==> src/rtl/nd_2to1_arb_pkg.sv <==
// Shared types and constants for the 2-to-1 merge node.
// Grant policy values double as the PRIO parameter encoding.
package nd_2to1_arb_pkg;

    localparam int NS_ADDRESS_SIZE = 8;
    localparam int NS_DATA_SIZE    = 8;
    localparam int NS_ARB_RR       = 0;
    localparam int NS_ARB_FIXED    = 1;

    typedef enum logic {
        ST_IDLE = 1'b0,
        ST_BUSY = 1'b1
    } arb_state_t;

    // pend[0] is rcv0, pend[1] is rcv1; returns the winning index.
    function automatic logic pick_gnt(logic [1:0] pend, logic last_grant, logic fixed);
        logic g;
        if (pend == 2'b11) g = fixed ? 1'b0 : ~last_grant;
        else               g = pend[1];
        return g;
    endfunction

endpackage

==> src/rtl/nd_2to1_arb_if.sv <==
// One 2-phase toggle channel: a message is pending while req != ack.
// Data is held stable by the sender for as long as the message is pending.
interface nd_2to1_arb_if
    import nd_2to1_arb_pkg::*;
#(
    parameter int DSZ = NS_DATA_SIZE
);
    logic           req;
    logic           ack;
    logic [DSZ-1:0] dat;

    modport master (output req, output dat, input ack);
    modport slave  (input req, input dat, output ack);
endinterface

==> src/rtl/nd_2to1_arb_arb_rr2.sv <==
// Two-way grant picker holding the last-grant history; combinational grant, history updates on take.
// No backpressure of its own: the caller decides when a grant is consumed.
module arb_rr2
    import nd_2to1_arb_pkg::*;
#(
    parameter int PRIO = NS_ARB_RR
) (
    input  logic       i_clk,
    input  logic       reset,
    input  logic [1:0] pend,
    input  logic       take,
    output logic       gnt,
    output logic       gnt_vld
);

    logic last_grant;

    always_ff @(posedge i_clk) begin
        if (reset)     last_grant <= 1'b1;
        else if (take) last_grant <= gnt;
    end

    always_comb begin
        gnt_vld = |pend;
        gnt     = pick_gnt(pend, last_grant, PRIO == NS_ARB_FIXED);
    end

endmodule

==> src/rtl/nd_2to1_arb.sv <==
// Merges two toggle channels onto one through a single-message buffer; 1 cycle from pending to snd0_req.
// While the buffered message is unacknowledged no input is acked, so senders simply stay pending.
module nd_2to1_arb
    import nd_2to1_arb_pkg::*;
#(
    parameter int ASZ  = NS_ADDRESS_SIZE,
    parameter int DSZ  = NS_DATA_SIZE,
    parameter int PRIO = NS_ARB_RR,
    parameter int CSZ  = 8
) (
    input  logic           i_clk,
    input  logic           reset,
    output logic           ready,
    nd_2to1_arb_if.slave   rcv0,
    nd_2to1_arb_if.slave   rcv1,
    nd_2to1_arb_if.master  snd0,
    output logic [CSZ-1:0] o_cnt0,
    output logic [CSZ-1:0] o_cnt1
);

    if (ASZ < 1 || DSZ < 1 || CSZ < 1) begin : g_bad_param
        $error("nd_2to1_arb: ASZ, DSZ and CSZ must be positive");
    end

    arb_state_t     state, state_nxt;
    logic [1:0]     pend;
    logic           gnt, gnt_vld, take;
    logic [DSZ-1:0] win_dat;

    assign pend = {rcv1.req ^ rcv1.ack, rcv0.req ^ rcv0.ack};

    arb_rr2 #(.PRIO(PRIO)) u_arb (
        .i_clk   (i_clk),
        .reset   (reset),
        .pend    (pend),
        .take    (take),
        .gnt     (gnt),
        .gnt_vld (gnt_vld)
    );

    always_comb begin
        state_nxt = state;
        take      = 1'b0;
        win_dat   = gnt ? rcv1.dat : rcv0.dat;
        case (state)
            ST_IDLE: begin
                if (gnt_vld) begin
                    take      = 1'b1;
                    state_nxt = ST_BUSY;
                end
            end
            ST_BUSY: begin
                if (snd0.ack == snd0.req) state_nxt = ST_IDLE;
            end
            default: state_nxt = ST_IDLE;
        endcase
    end

    always_ff @(posedge i_clk) begin
        if (reset) begin
            state    <= ST_IDLE;
            ready    <= 1'b0;
            rcv0.ack <= 1'b0;
            rcv1.ack <= 1'b0;
            snd0.req <= 1'b0;
            snd0.dat <= '0;
            o_cnt0   <= '0;
            o_cnt1   <= '0;
        end else begin
            ready <= 1'b1;
            state <= state_nxt;
            if (take) begin
                snd0.dat <= win_dat;
                snd0.req <= ~snd0.req;
                // Debug counters stick at all-ones rather than wrapping.
                if (gnt) begin
                    rcv1.ack <= rcv1.req;
                    if (o_cnt1 != '1) o_cnt1 <= o_cnt1 + 1'b1;
                end else begin
                    rcv0.ack <= rcv0.req;
                    if (o_cnt0 != '1) o_cnt0 <= o_cnt0 + 1'b1;
                end
            end
        end
    end

endmodule

==> src/flat_wrapper.sv <==
// flat-port wrapper written by rule: the top's interface ports become plain ports
module nd_2to1_arb_flat import nd_2to1_arb_pkg::*;
#(
    parameter int ASZ  = NS_ADDRESS_SIZE,
    parameter int DSZ  = NS_DATA_SIZE,
    parameter int PRIO = NS_ARB_RR,
    parameter int CSZ  = 8
)
  (i_clk, reset, ready, o_cnt0, o_cnt1, rcv0_req, rcv0_dat, rcv0_ack, rcv1_req, rcv1_dat, rcv1_ack, snd0_req, snd0_dat, snd0_ack);
  nd_2to1_arb_if #(.DSZ(DSZ)) rcv0_i ();
  nd_2to1_arb_if #(.DSZ(DSZ)) rcv1_i ();
  nd_2to1_arb_if #(.DSZ(DSZ)) snd0_i ();
  input  logic i_clk;
  input  logic reset;
  output logic ready;
  output logic [CSZ-1:0] o_cnt0;
  output logic [CSZ-1:0] o_cnt1;
  input wire logic [$bits(rcv0_i.req)-1:0] rcv0_req;
  input wire logic [$bits(rcv0_i.dat)-1:0] rcv0_dat;
  output wire logic [$bits(rcv0_i.ack)-1:0] rcv0_ack;
  input wire logic [$bits(rcv1_i.req)-1:0] rcv1_req;
  input wire logic [$bits(rcv1_i.dat)-1:0] rcv1_dat;
  output wire logic [$bits(rcv1_i.ack)-1:0] rcv1_ack;
  output wire logic [$bits(snd0_i.req)-1:0] snd0_req;
  output wire logic [$bits(snd0_i.dat)-1:0] snd0_dat;
  input wire logic [$bits(snd0_i.ack)-1:0] snd0_ack;
  assign rcv0_i.req = rcv0_req;
  assign rcv0_i.dat = rcv0_dat;
  assign rcv0_ack = rcv0_i.ack;
  assign rcv1_i.req = rcv1_req;
  assign rcv1_i.dat = rcv1_dat;
  assign rcv1_ack = rcv1_i.ack;
  assign snd0_req = snd0_i.req;
  assign snd0_dat = snd0_i.dat;
  assign snd0_i.ack = snd0_ack;
  nd_2to1_arb #(.ASZ(ASZ), .DSZ(DSZ), .PRIO(PRIO), .CSZ(CSZ)) u_core (.i_clk(i_clk), .reset(reset), .ready(ready), .rcv0(rcv0_i), .rcv1(rcv1_i), .snd0(snd0_i), .o_cnt0(o_cnt0), .o_cnt1(o_cnt1));
endmodule
==> config.mk <==
export PLATFORM = sky130hd
export DESIGN_NAME = nd_2to1_arb_flat
export DESIGN_NICKNAME = d
export VERILOG_FILES = /design/src/rtl/nd_2to1_arb_pkg.sv /design/src/rtl/nd_2to1_arb_if.sv /design/src/rtl/nd_2to1_arb_arb_rr2.sv /design/src/rtl/nd_2to1_arb.sv /design/src/flat_wrapper.sv
export SDC_FILE = /design/constraint.sdc
export NUM_CORES = 1
export LEC_CHECK = 0
export BUFFER_PORTS_ARGS = -buffer_cell sky130_fd_sc_hd__buf_2
export CAP_MARGIN = 20
export CORE_MARGIN = 5
export CORE_UTILIZATION = 52
export CTS_CLUSTER_DIAMETER = 40
export CTS_CLUSTER_SIZE = 25
export DETAILED_ROUTE_END_ITERATION = 10
export PLACE_DENSITY = 0.8
export SYNTH_ARGS = -nofsm -noshare
export SYNTH_HDL_FRONTEND = slang
export SYNTH_SLANG_ARGS = --single-unit
export TNS_END_PERCENT = 5
==> constraint.sdc <==
create_clock -name i_clk -period 2.81 [get_ports i_clk]
set_clock_uncertainty 0.2 [all_clocks]
set_input_delay 0.1405 -clock i_clk [delete_from_list [all_inputs] [get_ports i_clk]]
set_output_delay 0.1405 -clock i_clk [all_outputs]
set_load 0.02 [all_outputs]
* Yosys cells after proc, flatten, opt, wreduce, memory -nomap -nowiden
Index checks and enable logic that the tools add are counted.
** Storage, ports and cells
- Register bits :: 30
- Input bits :: 21
- Output and inout bits :: 28
** Operators by class
- $add $sub $neg :: 2
- Eq/ne operators :: 4
- Multiplexer cells :: 7
- Bitwise operators :: 6
- Reduce and logical (&&, ||, !) cells :: 5
** Operators by type and width (count)
- adder 8 x 1 -> 8 bit, second input constant :: 2
- != test 8 bit, second input constant :: 2
- two-way mux 8 bit :: 1
- AND reduction 3 bit :: 2
- two-way mux 1 bit :: 5
- inverter 1 bit :: 4
- AND reduction 2 bit :: 2
- equality test 2 bit, second input constant :: 1
- one-hot mux 1 bit (2 select lines) :: 1
- OR reduction 2 bit :: 1
- XOR 1 bit :: 2
- equality test 1 bit :: 1

* Depth between registers and ports, before layout
- Word-level depth :: 5
- Depth in mapped cells :: 5

* Modules after synthesis
Synthesis repeated with hierarchy kept, for this count alone.
** Second synthesis, totals
- Cell total of the unflattened synthesis :: 150
- Area total of the unflattened synthesis :: 1371.3 µm²
** Modules (own cells, without submodules)
- nd_2to1_arb :: times used 1, cells an instance 145, area each 1322.5 µm², seq. area each 580.6 µm²
- arb_rr2 :: times used 1, cells an instance 5, area each 48.8 µm², seq. area each 20.0 µm²

* Worst setup path after synthesis
Ideal clock, no wire load.
- Kind :: register to register
- From :: register u_core.rcv0.ack
- To :: register u_core.o_cnt1[5]
- Setup time :: 0.121 ns
- Arrival :: 1.702 ns
- Required time :: 2.489 ns
- Slack :: 0.787 ns
- Stages on the path, launching flop included :: 5
- Path buffers :: 0
- Clock period less this slack :: 2.023 ns
- Cell sequence :: dfxtp_1 -> xor2_1 -> a211o_1 -> a2111oi_0 -> mux2_2
** On the way
- Cells in the longest elaborated chain, start to end :: 5
- Elaborated cells between the ends (all ways) :: 7
- Those cells by class :: eq/ne (1); mux (3); bitwise (1); reduce/logical (2)
** RTL lines
- start: declaration :: RTL line nd_2to1_arb_if.sv:13 : modport slave (input req, input dat, output ack);
- XOR 1 bit * :: RTL line nd_2to1_arb.sv:30 : assign pend = {rcv1.req ^ rcv1.ack, rcv0.req ^ rcv0.ack};
- OR reduction 2 bit :: RTL line nd_2to1_arb_arb_rr2.sv:24 : gnt_vld = |pend;
- two-way mux 1 bit :: RTL line nd_2to1_arb.sv:47 : if (gnt_vld) begin
- two-way mux 1 bit :: RTL line nd_2to1_arb.sv:45 : case (state)
- AND reduction 3 bit (no line) *
- end signal: assignment :: RTL line nd_2to1_arb.sv:78 : if (o_cnt1 != '1) o_cnt1 <= o_cnt1 + 1'b1;
- end: declaration :: RTL line nd_2to1_arb.sv:18 : output logic [CSZ-1:0] o_cnt1
Mark *: on every way between the ends. The rest lies on a longest branch, timed or not.
A chain may end at the register's enable or synchronous reset.

* Final worst setup path
- From :: input rcv1_req
- To :: register u_core.snd0.dat[6]
** On the way
- Cells in the longest elaborated chain, start to end :: 4
- Elaborated cells between the ends (all ways) :: 7
- Those cells by class :: eq/ne (1); mux (4); bitwise (1); reduce/logical (1)
** RTL lines
- start: declaration :: RTL line flat_wrapper.sv:21 : input wire logic [$bits(rcv1_i.req)-1:0] rcv1_req;
- XOR 1 bit * :: RTL line nd_2to1_arb.sv:30
- equality test 2 bit / OR reduction 2 bit (equally long branches) :: RTL line nd_2to1_arb_pkg.sv:18, nd_2to1_arb_arb_rr2.sv:24
- two-way mux 1 bit (on tied branches) :: RTL line nd_2to1_arb_pkg.sv:18, nd_2to1_arb.sv:47
- two-way mux 8 bit / two-way mux 1 bit (equally long branches) :: RTL line nd_2to1_arb.sv:44, nd_2to1_arb.sv:45
- end signal: assignment :: RTL line nd_2to1_arb.sv:73 : snd0.dat <= win_dat;
- end: declaration :: RTL line nd_2to1_arb_if.sv:12 : modport master (output req, output dat, input ack);
Marks and branches as above.

==> impl_metrics.tcl <==
set metrics [dict create \
    min-delay-start "reset" \
    powerDensity_nw_per_um2 561 \
    rsz0062_at_grt "false" \
    cts_max_level 2 \
    drt.antenna.violating_nets 0 \
    synth_ff_type "dfxtp_1" \
    clock.fmax_mhz 423 \
    grt_max_degree 32 \
    synth.area.top_cells "dfxtp_1 (44%), a221o_1 (5.9%), a21oi_1 (5.1%)" \
    p_int_mw 0.708 \
    critical_path_buf_inv_count 3 \
    irDropWorstVdd_v 0.000482 \
    nNetsFinal 239 \
    min_to "u_core.snd0.req$_SDFFE_PP0N_" \
    worst_skew_pair.late_latency_ns 0.32 \
    r2r-start "u_core.rcv1.ack$_SDFFE_PP0P_" \
    total_leakage_power_nw 0.787 \
    detail_route.vias_per_cell 5.89 \
    critPathLaunch "rcv1_req" \
    count_of_pins_on_the_block_boundary 49 \
    post_syn_nets 168 \
    critPathSlowestCell "dlygate4sd3_1" \
    timing.final.hold_violations 0 \
    remaining_drc_errors 0 \
    grt_pass1_wl_um 6400 \
    ys.warnings.count 0 \
    timing.max_slew.rel_slack_pct 34.1 \
    mappedNetlistArea_um2 1370 \
    cts.sinks 30 \
    synth_top_area_cell "dfxtp_1" \
    clock_tree.buffer_depth 2 \
    floorplan.initialDensity_pct 54.6 \
    drv_cap 0 \
    postSynthCellCount 145 \
    clkSlewWorstSetupHoldPaths_ns 0.09 \
    detailedRoute.firstPassIterationCount 4 \
    fin_tns_setup_ns 0 \
    critPathArrivalTime_ns 2.42 \
    finalSetupViolations 0 \
    worstMarginPinSlew_ns 0.964 \
    ff2ff_setup_slack_ns 0.59 \
    synth_most_common_cell "dfxtp_1" \
    final_min_period_over_clock_period_pct 84.2 \
    timing.critical_path.cells "dlygate4sd3_1 -> buf_2 -> xnor2_1 -> o211ai_1 -> buf_4 -> nor2_1 -> a221o_1" \
    antenna_cells_inserted 0 \
    drt-initial-drc-count 56 \
    timing.critical_path.to_type "register" \
    post_synth.cell_area_avg_um2 9.41 \
    gp_congestion 0.835 \
    drive_above_1_share_pct 27.9 \
    synth_enable_flop_cells 0 \
    syn2layout_area_growth_pct 36.8 \
    power.sequential.fraction_pct 48.4 \
    avgRoutedWirePerCell_um 15.8 \
    cts_tree "yes" \
    min-delay-path-class "primary input to register" \
    multi_input_area_um2 717 \
    synth.distinct_cells 39 \
    vias 1444 \
    cts_root_buf "clkbuf_4" \
    grt-ovfl-total 0 \
    power.total_mw 1.05 \
    run_status "finished clean" \
    die_width_um 61.2 \
    grt_util_all_layers_pct 23.4 \
    synth_top_cell_area_share_pct 44.0 \
    hold-path-cell-count 2 \
    fraction_of_power_spent_switching_nets_pct 32.4 \
    ys_async_sr_fraction_pct 0 \
    fin_crit_ns 2.37 \
    crit-reg2reg-capture "u_core.snd0.dat[6]$_SDFFE_PP0N_" \
    critical-path-max-stage-delay_ns 0.54 \
    power_frac_comb_pct 27.7 \
    critical_path_required_ns 2.87 \
    worst_r2r_path_depth 5 \
    critPathKind "primary input to register" \
    clock_power_share_pct 23.9 \
    fill_cells 185 \
    number_of_global_route_vias_before_repair 1343 \
    critPathLaunchType "primary input" \
    port_buffers 48 \
    register_area_share_after_synthesis_pct 44.0 \
    detailed_place_hpwl_um 2360 \
    tritoncts.num_buffers 5 \
    die_h_um 61.2 \
    synth-seq-cells 30 \
    power.net_switching_mw 0.340 \
    report.final.slew_viol_count 0 \
    routed_wl_um 3880 \
    cell_family_with_the_largest_share_of_critical_path_delay "buffers and inverters" \
    yosys-top-cells-count "dfxtp_1 (30), a21oi_1 (14), nand2_1 (9), nor2_1 (9)" \
    initial_antenna_violation_count 0 \
    crit_path_max_fanout 11 \
    rows 18 \
    core_area_um2 2500 \
    dieArea_um2 3750 \
    seq_area_um2 601 \
]
[how the worst max path moves through the flow]
stage | end | slack [ns] | cells after the start
finish | u_core.snd0.dat[6]$_SDFFE_PP0N_ | 0.44 | 7
global route | u_core.snd0.dat[7]$_SDFFE_PP0N_ | 0.31 | 7
CTS | u_core.snd0.dat[7]$_SDFFE_PP0N_ | 0.1 | 6
detailed placement | u_core.snd0.dat[7]$_SDFFE_PP0N_ | 0.23 | 4
global placement | u_core.snd0.dat[6]$_SDFFE_PP0N_ | 0.44 | 4
floorplan | u_core.o_cnt1[5]$_SDFFE_PP0P_ | 0.79 | 4
[cells in the final DEF, fill, tap and decap left out, types with 5 or more instances in the layout]
cell | netlist | layout
buf_2 | 1 | 48
dfxtp_1 | 30 | 30
dlygate4sd3_1 | 0 | 19
a21oi_1 | 14 | 14
nor2_1 | 9 | 9
nand2_1 | 9 | 9
nor3b_1 | 8 | 8
a221o_1 | 8 | 8
nand3_1 | 6 | 6
clkbuf_4 | 0 | 5
[power groups by stage]
stage	combinational (mW)	sequential, mW	clock [mW]
floorplan	0.129	0.558	0
global placement	0.250	0.511	0
detailed placement	0.260	0.514	0
CTS	0.279	0.506	0.253
global route	0.315	0.513	0.278
finish	0.290	0.507	0.251
[per-layer routing]
| layer | wire length, µm | global-route usage [%] | vias up |
|---|---|---|---|
| met5 | 0 | 0 | - |
| met1 | 1590 | 29.9 | 661 |
| met2 | 1830 | 36.1 | 67 |
| li1 | - | - | 703 |
| met4 | 148 | 11.8 | 0 |
| met3 | 299 | 6.29 | 13 |
[registers in the layout, summed over array words and instances, names as in the netlist]
register / cells
u_core.o_cnt0: 8
u_core.o_cnt1: 8
u_core.snd0.dat: 8
u_core.rcv0.ack: 1
u_core.rcv1.ack: 1
u_core.ready: 1
u_core.snd0.req: 1
u_core.state: 1
u_core.u_arb.last_grant: 1
[worst register-to-register path, stage by stage, from the launching register on]
cell and delay [ns]:
dfxtp_1 0.34, xnor2_1 0.37, o211ai_1 0.29, buf_4 0.26
nor2_1 0.43, a221o_1 0.27
[logic make-up after synthesis]
group,after synthesis,share of synthesized area (%)
and+or+nand+nor,51,21.3
AOI/OAI and AO/OA,44,23.1
DFF,30,44.0
buffers and inverters,9,3.48
xor gates and xnor gates,5,3.21
muxes,4,3.12
adders and majority gates,2,1.83
[what timing repair did]
| item | 4_1_cts | 5_1_grt |
|---|---|---|
| endpoints found under the hold margin | 11 | 0 |
| buffers inserted | 0 | 0 |
| hold buffers | 19 | 0 |
| gates resized for setup | 0 | 0 |
[layout make-up]
| class | instances | share of cell area, % |
|---|---|---|
| clock buffer | 6 | 2.75 |
| inverter | 4 | 0.804 |
| timing repair buffer | 69 | 23.9 |
| sequential | 30 | 32.2 |
| multi-input combinational | 106 | 38.4 |
| tap | 30 | 2.01 |
[through the flow]
step / cell area, µm² / hold WS (ns) / utilization [%] / worst slack (ns) / instances
2_1_floorplan: 1370 / 0.0765 / - / 0.787 / 145
3_3_place_gp: 1620 / 0.163 / 64.7 / 0.443 / 219
3_5_place_dp: 1620 / 0.171 / 64.7 / 0.229 / 219
4_1_cts: 1860 / 0.0842 / 74.4 / 0.0953 / 244
5_1_grt: 1870 / 0.107 / 74.7 / 0.309 / 245
6_report: 1870 / 0.0879 / 74.7 / 0.444 / 245
Power figures use the tool's default switching activity.
